File: src/rtl/core_pkg.sv
// core_pkg: shared types and defaults for the core and its instruction-memory loader.
// Holds the loader state encoding, the core data width and the default IMEM depth,
// plus the header range checks used by the loader.
package core_pkg;

   localparam int CORE_DATA_WIDTH = 32;
   localparam int CORE_IMEM_DEPTH = 1024;

   typedef enum logic [2:0] {
      ST_IDLE    = 3'd0,
      ST_HDR_CNT = 3'd1,
      ST_HDR_PC  = 3'd2,
      ST_LOAD    = 3'd3,
      ST_CHK     = 3'd4,
      ST_START   = 3'd5,
      ST_DONE    = 3'd6,
      ST_ERR     = 3'd7
   } loader_state_e;

   // Word count must be non-zero and no larger than the memory.
   function automatic logic count_ok(input logic [31:0] n, input logic [31:0] depth);
      return (n != 32'd0) && (n <= depth);
   endfunction

   // The image starting at word index pc_word must end inside the memory (no wrap).
   function automatic logic span_ok(input logic [29:0] pc_word, input logic [31:0] n,
                                    input logic [31:0] depth);
      logic [32:0] end_s;
      end_s = {3'b000, pc_word} + {1'b0, n};
      return (end_s <= {1'b0, depth});
   endfunction

endpackage

File: src/rtl/imem_loader_byte_word_assembler.sv
// byte_word_assembler: collects four stream bytes little-endian into one 32-bit word.
// word_valid pulses in the same cycle the 4th byte is accepted; word is valid then.
module byte_word_assembler (
   input  logic        clk,
   input  logic        rst_n,
   input  logic        clr_i,
   input  logic        byte_valid_i,
   input  logic [7:0]  byte_i,
   output logic        word_valid_o,
   output logic [31:0] word_o
);

   logic [1:0]  cnt_q, cnt_d;
   logic [23:0] sr_q, sr_d;

   // Next byte count and shift-register contents; lower bytes arrive first.
   always_comb begin
      cnt_d = cnt_q;
      sr_d  = sr_q;
      if (clr_i) begin
         cnt_d = 2'd0;
         sr_d  = 24'd0;
      end else if (byte_valid_i) begin
         cnt_d = cnt_q + 2'd1;
         sr_d  = {byte_i, sr_q[23:8]};
      end else begin
         cnt_d = cnt_q;
         sr_d  = sr_q;
      end
   end

   // Byte counter and shift register, synchronous active-low reset.
   always_ff @(posedge clk) begin
      if (!rst_n) begin
         cnt_q <= 2'd0;
         sr_q  <= 24'd0;
      end else begin
         cnt_q <= cnt_d;
         sr_q  <= sr_d;
      end
   end

   assign word_valid_o = byte_valid_i && (cnt_q == 2'd3) && !clr_i;
   assign word_o       = {byte_i, sr_q};

endmodule

File: src/rtl/imem_loader.sv
// imem_loader: loads a little-endian byte stream (count, start PC, payload words)
// into instruction memory, then points the core at the start PC and releases it.
// Optional feature macro: IMEM_LOADER_CHECKSUM_EN adds a trailing 32-bit sum check.
module imem_loader
   import core_pkg::*;
#(
   parameter int DATA_WIDTH = CORE_DATA_WIDTH,
   parameter int IMEM_DEPTH = CORE_IMEM_DEPTH
) (
   input  logic                          clk,
   input  logic                          rst_n,
   input  logic                          load_start,
   input  logic                          s_valid,
   output logic                          s_ready,
   input  logic [7:0]                    s_data,
   output logic                          imem_we,
   output logic [$clog2(IMEM_DEPTH)-1:0] imem_addr,
   output logic [DATA_WIDTH-1:0]         imem_wdata,
   output logic                          pc_we,
   output logic [DATA_WIDTH-1:0]         pc_o,
   output logic                          core_hold,
   output logic                          done,
   output logic                          err
);

   localparam int AW = $clog2(IMEM_DEPTH);

   loader_state_e         state_q, state_d;
   logic [AW:0]           n_q, n_d;
   logic [AW:0]           wcnt_q, wcnt_d;
   logic [DATA_WIDTH-1:0] pc_q, pc_d;
   logic                  s_ready_q, s_ready_d;
   logic                  imem_we_q, imem_we_d;
   logic [AW-1:0]         imem_addr_q, imem_addr_d;
   logic [DATA_WIDTH-1:0] imem_wdata_q, imem_wdata_d;
   logic                  pc_we_q, pc_we_d;
   logic [DATA_WIDTH-1:0] pc_o_q, pc_o_d;
   logic                  core_hold_q, core_hold_d;
   logic                  done_q, done_d;
   logic                  err_q, err_d;
`ifdef IMEM_LOADER_CHECKSUM_EN
   logic [31:0]           sum_q, sum_d;
`endif

   logic                  byte_fire_s;
   logic                  start_ok_s;
   logic                  word_valid_s;
   logic [31:0]           word_s;
   logic                  last_word_s;

   // s_ready is a registered copy of "state accepts bytes", so it gates the transfer directly.
   assign byte_fire_s = s_valid && s_ready_q;
   assign start_ok_s  = load_start &&
                        ((state_q == ST_IDLE) || (state_q == ST_DONE) || (state_q == ST_ERR));
   assign last_word_s = ((wcnt_q + (AW+1)'(1)) == n_q);

   byte_word_assembler u_asm (
      .clk          (clk),
      .rst_n        (rst_n),
      .clr_i        (start_ok_s),
      .byte_valid_i (byte_fire_s),
      .byte_i       (s_data),
      .word_valid_o (word_valid_s),
      .word_o       (word_s)
   );

   // Session state machine: header checks, payload counting and optional checksum.
   always_comb begin
      state_d = state_q;
      n_d     = n_q;
      wcnt_d  = wcnt_q;
      pc_d    = pc_q;
`ifdef IMEM_LOADER_CHECKSUM_EN
      sum_d   = sum_q;
`endif
      case (state_q)
         ST_IDLE, ST_DONE, ST_ERR: begin
            if (start_ok_s) begin
               state_d = ST_HDR_CNT;
               wcnt_d  = '0;
`ifdef IMEM_LOADER_CHECKSUM_EN
               sum_d   = 32'd0;
`endif
            end else begin
               state_d = state_q;
            end
         end
         ST_HDR_CNT: begin
            if (word_valid_s) begin
               if (!count_ok(word_s, 32'(IMEM_DEPTH))) begin
                  state_d = ST_ERR;
               end else begin
                  n_d     = word_s[AW:0];
                  state_d = ST_HDR_PC;
               end
            end else begin
               state_d = state_q;
            end
         end
         ST_HDR_PC: begin
            if (word_valid_s) begin
               if (word_s[1:0] != 2'b00) begin
                  state_d = ST_ERR;
               end else if (!span_ok(word_s[31:2], 32'(n_q), 32'(IMEM_DEPTH))) begin
                  state_d = ST_ERR;
               end else begin
                  pc_d    = DATA_WIDTH'(word_s);
                  state_d = ST_LOAD;
               end
            end else begin
               state_d = state_q;
            end
         end
         ST_LOAD: begin
            if (word_valid_s) begin
               wcnt_d = wcnt_q + (AW+1)'(1);
`ifdef IMEM_LOADER_CHECKSUM_EN
               sum_d  = sum_q + word_s;
               if (last_word_s) begin
                  state_d = ST_CHK;
               end else begin
                  state_d = ST_LOAD;
               end
`else
               if (last_word_s) begin
                  state_d = ST_START;
               end else begin
                  state_d = ST_LOAD;
               end
`endif
            end else begin
               state_d = state_q;
            end
         end
`ifdef IMEM_LOADER_CHECKSUM_EN
         ST_CHK: begin
            if (word_valid_s) begin
               if (word_s == sum_q) begin
                  state_d = ST_START;
               end else begin
                  state_d = ST_ERR;
               end
            end else begin
               state_d = state_q;
            end
         end
`endif
         ST_START: begin
            state_d = ST_DONE;
         end
         default: begin
            state_d = ST_IDLE;
         end
      endcase
   end

   // Registered outputs: status follows the next state, strobes fire one cycle after their cause.
   always_comb begin
      s_ready_d    = (state_d == ST_HDR_CNT) || (state_d == ST_HDR_PC) ||
                     (state_d == ST_LOAD)    || (state_d == ST_CHK);
      core_hold_d  = s_ready_d || (state_d == ST_START) || (state_d == ST_ERR);
      done_d       = (state_d == ST_DONE);
      err_d        = (state_d == ST_ERR);
      imem_we_d    = (state_q == ST_LOAD) && word_valid_s;
      pc_we_d      = (state_q == ST_START);
      imem_addr_d  = imem_addr_q;
      imem_wdata_d = imem_wdata_q;
      pc_o_d       = pc_o_q;
      if (imem_we_d) begin
         imem_addr_d  = pc_q[AW+1:2] + wcnt_q[AW-1:0];
         imem_wdata_d = DATA_WIDTH'(word_s);
      end else begin
         imem_addr_d  = imem_addr_q;
         imem_wdata_d = imem_wdata_q;
      end
      if (pc_we_d) begin
         pc_o_d = pc_q;
      end else begin
         pc_o_d = pc_o_q;
      end
   end

   // State, session registers and output flops; reset abandons any session.
   always_ff @(posedge clk) begin
      if (!rst_n) begin
         state_q      <= ST_IDLE;
         n_q          <= '0;
         wcnt_q       <= '0;
         pc_q         <= '0;
         s_ready_q    <= 1'b0;
         imem_we_q    <= 1'b0;
         imem_addr_q  <= '0;
         imem_wdata_q <= '0;
         pc_we_q      <= 1'b0;
         pc_o_q       <= '0;
         core_hold_q  <= 1'b0;
         done_q       <= 1'b0;
         err_q        <= 1'b0;
`ifdef IMEM_LOADER_CHECKSUM_EN
         sum_q        <= 32'd0;
`endif
      end else begin
         state_q      <= state_d;
         n_q          <= n_d;
         wcnt_q       <= wcnt_d;
         pc_q         <= pc_d;
         s_ready_q    <= s_ready_d;
         imem_we_q    <= imem_we_d;
         imem_addr_q  <= imem_addr_d;
         imem_wdata_q <= imem_wdata_d;
         pc_we_q      <= pc_we_d;
         pc_o_q       <= pc_o_d;
         core_hold_q  <= core_hold_d;
         done_q       <= done_d;
         err_q        <= err_d;
`ifdef IMEM_LOADER_CHECKSUM_EN
         sum_q        <= sum_d;
`endif
      end
   end

   assign s_ready    = s_ready_q;
   assign imem_we    = imem_we_q;
   assign imem_addr  = imem_addr_q;
   assign imem_wdata = imem_wdata_q;
   assign pc_we      = pc_we_q;
   assign pc_o       = pc_o_q;
   assign core_hold  = core_hold_q;
   assign done       = done_q;
   assign err        = err_q;

endmodule

File: config.mk
export PLATFORM = sky130hd
export DESIGN_NAME = imem_loader
export DESIGN_NICKNAME = d
export VERILOG_FILES = /design/src/rtl/core_pkg.sv /design/src/rtl/imem_loader_byte_word_assembler.sv /design/src/rtl/imem_loader.sv
export SDC_FILE = /design/constraint.sdc
export NUM_CORES = 1
export LEC_CHECK = 0
export CAP_MARGIN = 30
export CELL_PAD_IN_SITES_DETAIL_PLACEMENT = 0
export CELL_PAD_IN_SITES_GLOBAL_PLACEMENT = 1
export CORE_UTILIZATION = 46
export CTS_BUF_LIST = sky130_fd_sc_hd__clkbuf_4 sky130_fd_sc_hd__clkbuf_8
export CTS_CLUSTER_DIAMETER = 120
export DETAILED_ROUTE_END_ITERATION = 10
export GPL_ROUTABILITY_DRIVEN = 1
export PLACE_DENSITY_LB_ADDON = 0.1
export SETUP_SLACK_MARGIN = 0.4
export SLEW_MARGIN = 20
export SYNTH_ARGS = -nofsm -noshare
export SYNTH_HDL_FRONTEND = slang
export SYNTH_SLANG_ARGS = --single-unit
File: constraint.sdc
create_clock -name clk -period 6.8 [get_ports clk]
set_input_delay 1.36 -clock clk [delete_from_list [all_inputs] [get_ports clk]]
set_output_delay 1.36 -clock clk [all_outputs]
set_load 0.005 [all_outputs]
==> Word-level counts from Yosys, hierarchy flattened <==
Cells that the tools add are included.
{ "classes": {"n_addsub": 4, "eq_ne": 17, "order_cmp": 2, "n_reduce_logical": 23, "bitwise": 2, "n_mux": 12} }
{ "ops": {"columns": ["operator", "n"], "rows": [
  ["$le 32x11->1 const B", 1],
  ["$reduce_bool 32->1", 1],
  ["$add 30x11->31", 1],
  ["$le 31x11->1 const B", 1],
  ["$mux 3", 8],
  ["$mux 11", 2],
  ["$pmux 11 s2", 1],
  ["$eq 3x3->1 const B", 7],
  ["$pmux 3 s5", 1],
  ["$eq 3x2->1 const B", 4],
  ["$add 11x1->11 const B", 1],
  ["$eq 11x11->1", 1],
  ["$add 10x10->10", 1],
  ["$logic_or 1x1->1", 7],
  ["$eq 3x1->1 const B", 2],
  ["$logic_and 1x1->1", 6],
  ["$reduce_and 3->1", 2],
  ["$reduce_and 4->1", 1],
  ["$reduce_bool 2->1", 2],
  ["$logic_not 3->1", 1],
  ["$reduce_or 3->1", 1],
  ["$add 2x1->2 const B", 1],
  ["$eq 2x2->1 const B", 1],
  ["$ne 2x1->1 const B", 1],
  ["other kinds (4)", 5]
]} }
{ "word_totals": {"ff_bits": 163, "input_bits": 12, "word_cells": 75, "out_inout_bits": 80} }

==> Longest topological paths before layout <==
Gate-level depths: netlist of the first run.
{ "depth": {"ltp_word": 14, "ltp_mapped": 11, "depth_no_buf": 11} }

==> Modules after synthesis <==
From an unflattened synthesis of the first run, not the netlist that was laid out.
{ "hier_totals": {"hier_cells": 912, "area_unflattened_um2": 7887.6} }
{ "modules_own_cells": {"columns": ["module", "area_per_inst_um2", "instances", "seq_area_each_um2", "cells_each"], "rows": [
  ["imem_loader", 6842.8, 1, 2742.6, 816],
  ["byte_word_assembler", 1044.8, 1, 520.5, 96]
]} }

==> Worst setup path after synthesis of the first run <==
No wires, ideal clock.
{ "synth_path": {"path_type": "input -> register", "start": "in s_data[1]", "end": "reg pc_q[10]", "setup_slack_ns": 3.226, "n_path_buf": 2, "arrival_ns": 3.502, "required_ns": 6.728, "setup_time_ns": 0.072, "stages": 10, "path_cell_list": "clkbuf_1 nand3_1 o31a_1 a2111oi_0 nand2_1 a221oi_1 nand4_1 nor4_4 buf_6 mux2i_1"} }
{ "synth_via": {"elab_chain_cells": 3} }
{ "synth_lines": {"columns": ["item", "line_no", "source"], "rows": [
  ["start: declaration", "imem_loader.sv:15", "input logic [7:0] s_data,"],
  ["$add 30x11->31", "core_pkg.sv:29", "end_s = {3'b000, pc_word} + {1'b0, n};"],
  ["$le 31x11->1", "core_pkg.sv:30", "return (end_s <= {1'b0, depth});"],
  ["$reduce_and 4->1 (no source line)", null, null],
  ["end signal: assignment", "imem_loader.sv:206", "pc_q <= pc_d;"],
  ["end: declaration", "imem_loader.sv:31", "logic [DATA_WIDTH-1:0] pc_q, pc_d;"]
]} }
Every way passes these cells.
A chain may end at the register's enable or synchronous reset.

==> Worst setup path after layout of the first run <==
{ "layout_path": {"start": "in s_valid", "end": "reg pc_q[12]"} }
{ "layout_via": {"elab_chain_cells": 4} }
{ "layout_lines": {"columns": ["item", "line_no", "source"], "rows": [
  ["start: declaration", "imem_loader.sv:13", "input logic s_valid,"],
  ["$logic_and 1x1->1", "imem_loader.sv:52", "assign byte_fire_s = s_valid && s_ready_q;"],
  ["$logic_and 1x1->1 (2 in a row)", "imem_loader_byte_word_assembler.sv:43", "assign word_valid_o = byte_valid_i && (cnt_q == 2'd3) && !clr_i;"],
  ["$reduce_and 4->1 (no source line)", null, null]
]} }
Every way passes these cells.

==> results of run 1 <==
[metrics by stage]
stage | setup WS (ps) | std cells | area [µm²]
after detailed placement | 2324 | 1218 | 8753
after global routing | 2413 | 1250 | 9196
after CTS | 2801 | 1249 | 9189
final | 2727 | 1250 | 9196
after floorplan | 3226 | 963 | 7695
after global placement | 2455 | 1214 | 8685
[worst max-delay path by stage]
| stage | startpoint | to | cells after the start |
|---|---|---|---|
| final | s_valid | pc_q[12] | 11 |
| after global routing | s_valid | pc_q[12] | 11 |
| after CTS | s_valid | pc_q[10] | 11 |
| after detailed placement | s_valid | pc_q[4] | 11 |
| after global placement | s_valid | pc_q[10] | 11 |
| after floorplan | s_data[1] | pc_q[10] | 10 |
[sequential cells by signal, indices dropped and copies added, names as in the netlist, 2 cells and up]
name and flops:
imem_wdata 32, pc_o 32, pc_q 32, u_asm.sr_q 24, n_q 11, wcnt_q 11, imem_addr 10, state_q 3
u_asm.cnt_q 2
[metal layers]
layer / vias to the layer above / global-route usage (%)
met5: - / 0
met4: 0 / 8.398
met3: 33 / 3.935
met2: 195 / 39.27
met1: 3183 / 31.29
li1: 3463 / -
[Yosys cell counts (13+ instances only)]
master,number,area (µm²)
nor2_1,49,183.9
xnor2_1,22,192.7
nand3_1,18,90.09
inv_1,17,63.81
ha_1,22,275.3
nor3_1,18,90.09
mux2i_1,25,250.2
nand4_1,13,81.33
nand2_1,238,893.4
a21oi_1,126,630.6
o21ai_0,25,125.1
dfxtp_1,163,3263
nor3b_1,26,195.2
clkbuf_1,50,187.7
[worst max-delay path: stages]
cell and delay [ps]:
clkdlybuf4s50_1 470, and2_1 120, buf_4 280, nand4b_1 350, a2111oi_0 430, nand2_1 80, a221oi_1 320, nand4_1 210
nor4_4 170, buf_4 420, mux2i_1 230
[where the power goes]
| part | total (W) | leakage (nW) | switching (W) | internal (W) |
|---|---|---|---|---|
| registers | 0.000963 | 1.31 | 0.00000666 | 0.000957 |
| logic | 0.0000601 | 1.81 | 0.0000410 | 0.0000191 |
| clock network | 0.000762 | 0.204 | 0.000388 | 0.000374 |
| total | 0.00179 | 3.32 | 0.000435 | 0.00135 |
[final cells by class]
cell class	instances	area share [%]
Inverter	18	0.7483
Clock buffer	17	2.544
Tap cell	216	2.939
Multi-Input combinational cell	721	44.95
Clock inverter	14	2.190
Timing Repair Buffer	101	11.14
Sequential cell	163	35.48
[cells by family after synthesis]
family | Yosys count
and+or+nand+nor | 424
AOI/OAI and AO/OA | 216
DFF | 163
buffers and inverters | 79
xor gates and xnor gates | 32
muxes | 25
adders and majority gates | 24
==> impl_metrics.json, run 1 <==
{
  "ctsHoldBuffers": 0,
  "die_w_um": 131.3,
  "finalPower_w": 0.001785,
  "synthAdderAreaFrac_pct": 4.098,
  "fin_skew_ps": 16.94,
  "start_util_pct": 47.75,
  "grt_max_degree": 91,
  "final_cell_mix": "nand2_1, dfxtp_1, a21oi_1",
  "cts_buffers": 17,
  "seq_area_frac_synth_pct": 42.41,
  "clock_latency_ps": 460,
  "vias_per_cell": 5.499,
  "hpwl_mm": 14.08,
  "setup_viol": 0,
  "core_mm2": 0.01612,
  "clk_path_buf_depth": 2,
  "synth_top_family_by_area": "simple AND/OR/NAND/NOR gates",
  "startpoint_type": "primary input",
  "hold_path.class": "flip-flop to flip-flop",
  "synth_area_mm2": 0.007695,
  "ys_async_sr_fraction_pct": 0,
  "max_clock_freq_mhz": 245.5,
  "cts_sinks": 163,
  "yosys_register_bits": 163,
  "regArea_mm2": 0.003263,
  "antenna_found_initial": 0,
  "place_congestion": 0.8746,
  "p_per_area_mw_per_mm2": 194.1,
  "final_common_cell": "nand2_1",
  "ir_drop_mv": 0.1135,
  "synth_compound_area_share_pct": 16.81,
  "syn_inst": 963,
  "met3_length_um": 930,
  "path_clk_slew_ps": 90,
  "routed_wl_mm": 20.24,
  "die_h_um": 131.3,
  "syn_nets": 999,
  "maxUsedRoutingLayer": "met4",
  "grt_overflow_total": 0,
  "critical_path_required_ps": 7180,
  "hold_end": "pc_o[30]",
  "cts_tree": "built",
  "synth_edf_count": 0,
  "drv_cap": 0,
  "avgSynthCellArea_um2": 7.991,
  "dr_wl_met2_mm": 9.470,
  "tns_ps": 0,
  "num_antenna_cells": 0,
  "grt_pass1_vias": 6157,
  "synthXorXnorAreaFrac_pct": 3.642,
  "drtIter0Drc": 418,
  "hold_depth": 2,
  "final_util_pct": 57.07,
  "hold_viol": 0,
  "timing.rr.start": "u_asm.sr_q[2]",
  "htreeDepth": 4,
  "cts_setup_buffers": 0,
  "p_leak_nw": 3.324,
  "multi_input_area_mm2": 0.004134,
  "fin_nets": 1058,
  "yosys_warnings": 0,
  "endpoint_kind": "flip-flop",
  "grt.total_usage_pct": 23.78,
  "area_growth_pct": 19.51,
  "port_buffers": 91,
  "yosys-mux-area-fraction_pct": 3.252,
  "min_from": "pc_q[30]",
  "whs_ps": 447.8,
  "worst_slew_pin_slew_ps": 920.4,
  "drc": 0,
  "postCtsResizedCells": 0,
  "vias": 6874,
  "post-route-min-period_ps": 4073,
  "rsz0062_at_grt": "no",
  "reg2reg_depth": 11,
  "worstSetupPathType": "primary input to flip-flop",
  "cts_root_buf": "clkbuf_8",
  "r2r-end": "pc_q[12]",
  "die_area_mm2": 0.01725,
  "fp-row-count": 46,
  "finalMaxSlewViolations": 0,
  "n_fill_cell": 1570,
  "synth_cell_type_count": 63,
  "post_drt_wl_per_cell_um": 16.19,
  "layout-drive-gt1-share_pct": 4.932,
  "reg2reg_slack_ps": 2970,
  "drtAntennaViolNets": 0,
  "grt_pass1_wl_mm": 32.81,
  "worstPathArrival_ps": 4460,
  "timing.final.crit_share_pct": 59.89,
  "maxSlewHeadroom_pct": 38.64,
  "synthSimpleGateAreaFrac_pct": 25.76,
  "synthFlopType": "dfxtp_1",
  "ioPinCount": 92,
  "status": "completed",
  "drt_pass1_iterations": 4,
  "worst-path-max-fanout": 32,
  "met1_length_mm": 9.381
}
No activity file was read; power rests on OpenSTA's default activity.
==> run 2, diff against run 1 <==
CORE_UTILIZATION = 43   (was 46)
clock period = 3.9 ns   (was 6.8 ns; I/O delays follow)
==> run 2 against run 1 <==
  * Final area is 2.6% higher
  * Global-route usage hardly changed
  * Clock-buffer cell count stayed put
  * Clock power is 64% higher
==> impl_metrics.json, run 2 (synthesized netlist as in run 1, its figures left out) <==
{
  "status": "completed",
  "fin_ws_ps": 516.8,
  "p_switching_w": 0.0008458,
  "hold_depth": 2,
  "placedCellCount": 1250,
  "p_leak_nw": 3.456,
  "power_frac_clock_pct": 41.1,
  "drtAntennaViolNets": 0,
  "ioPinCount": 92,
  "path_clk_slew_ps": 100,
  "die_h_um": 135.8,
  "tns_ps": 0,
  "grt_pass1_vias": 6181,
  "fp-row-count": 48,
  "final_common_cell": "nand2_1",
  "layout-drive-gt1-share_pct": 8.208,
  "rsz0062_at_grt": "no",
  "start_util_pct": 44.33,
  "ctsHoldBuffers": 0,
  "ir_drop_mv": 0.1984,
  "routed_wl_mm": 21.44,
  "drc": 0,
  "worst-path-max-fanout": 16,
  "endpoint_kind": "flip-flop",
  "hold_viol": 0,
  "startpoint_type": "primary input",
  "die_area_mm2": 0.01843,
  "reg2reg_slack_ps": 580,
  "timing.final.crit_share_pct": 86.75,
  "critical_path_required_ps": 4250,
  "drv_cap": 0,
  "fin_area_mm2": 0.009434,
  "seqPwrFrac_pct": 55.1,
  "max_clock_freq_mhz": 295.6,
  "post-route-min-period_ps": 3383,
  "grt_overflow_total": 0,
  "fin_skew_ps": 20.99,
  "final_cell_mix": "nand2_1, dfxtp_1, a21oi_1",
  "final_cell_count_no_fill": 1285,
  "grt_max_degree": 73,
  "hpwl_mm": 15.24,
  "p_per_area_mw_per_mm2": 322.8,
  "post_drt_wl_per_cell_um": 16.68,
  "clock_latency_ps": 480,
  "hold_end": "pc_o[0]",
  "switching_share_pct": 27.77,
  "min_from": "pc_q[0]",
  "core_mm2": 0.01736,
  "area_growth_pct": 22.60,
  "drt_pass1_iterations": 5,
  "die_w_um": 135.8,
  "clk_path_buf_depth": 2,
  "place_congestion": 0.9272,
  "antenna_found_initial": 0,
  "reg2reg_depth": 11,
  "vias": 6916,
  "power.internal_w": 0.002200,
  "grt_pass1_wl_mm": 33.67,
  "setup_viol": 0,
  "cts_tree": "built",
  "worst_slew_pin_slew_ps": 905.5,
  "cts_buffers": 17,
  "r2r-end": "pc_q[17]",
  "cts_sinks": 163,
  "drtIter0Drc": 383,
  "power_frac_comb_pct": 3.7,
  "place_area_mm2": 0.008937,
  "pre_cts_ws_ps": 229.1,
  "cts_root_buf": "clkbuf_8",
  "port_buffers": 91,
  "n_fill_cell": 1729,
  "worstPathArrival_ps": 3740,
  "fin_nets": 1083,
  "timing.rr.start": "u_asm.sr_q[8]",
  "vias_per_cell": 5.382,
  "worstSetupPathType": "primary input to flip-flop",
  "hold_path.class": "flip-flop to flip-flop",
  "grt.total_usage_pct": 23.80,
  "htreeDepth": 4,
  "finalMaxSlewViolations": 0,
  "num_antenna_cells": 0,
  "maxSlewHeadroom_pct": 39.49
}
[run 2: changes by cell type in the layout (fill, tap and decap cells not counted), sizes merged]
cell / change
buf: +25
clkinv: +7
clkinvlp: -3
bufinv: -3
[run 2: area by class of cell]
type                    count  area [µm²]  area share, %
clock inverters            15       188.9          2.003
repair buffers            126        1227          13.01
flip-flops and latches    163        3263          34.59
clock buffers              17       234.0          2.480
inverters                  18       68.82         0.7294
well taps                 225       281.5          2.984
multi-input cells         721        4170          44.20
[run 2: worst max-delay path, cell delays in order]
cell and delay, ps:
clkdlybuf4s50_1 610, nand3_1 190, o31a_1 350, a2111oi_2 390
nand2_1 80, a221oi_1 290, nand4_1 220, nor4_4 390
buf_4 210, clkbuf_16 170, nor3b_1 50
[run 2: per-stage QoR]
stage / total power [W] / utilization, % / hold WS (ps)
6_report: 0.003046 / 54.35 / 448.9
4_1_cts: 0.003080 / 53.93 / 450.7
2_1_floorplan: 0.001778 / - / 427.0
3_5_place_dp: 0.001830 / 51.49 / 440.1
3_3_place_gp: 0.001831 / 51.33 / 435.6
5_1_grt: 0.003158 / 54.35 / 465.9
[run 2: layer usage]
layer / track usage [%] / share of wire, % / wire length [µm]
met5: 0 / 0 / 0
met1: 30.62 / 46 / 9791
met4: 8.489 / 2.3 / 500
met2: 39.06 / 47 / 10150
met3: 5.013 / 4.7 / 997
[run 2: power groups by stage]
stage | Sequential [W] | Clock (W) | Combinational (W)
3_3_place_gp | 0.00172 | 0 | 0.000113
3_5_place_dp | 0.00172 | 0 | 0.000112
2_1_floorplan | 0.00171 | 0 | 0.0000675
4_1_cts | 0.00168 | 0.00129 | 0.000113
6_report | 0.00168 | 0.00125 | 0.000114
5_1_grt | 0.00168 | 0.00135 | 0.000124
[run 2: what timing repair did]
item | 4_1_cts | 5_1_grt
setup buffers | 0 | 2
gates resized for setup | 0 | 10
setup endpoints to repair | 0 | 35
[run 2: worst max path at each step]
stage                        startpoint  endpoint  slack (ps)  cells past startpoint
after floorplan           u_asm.sr_q[2]  pc_q[10]         730                     11
after global placement        s_data[0]  pc_q[10]         310                     10
after detailed placement      s_data[0]   pc_q[8]         230                     10
after CTS                        n_q[0]   pc_q[8]         450                     11
after global routing          s_data[0]  pc_q[17]         350                     11
final                         s_data[0]  pc_q[17]         520                     11
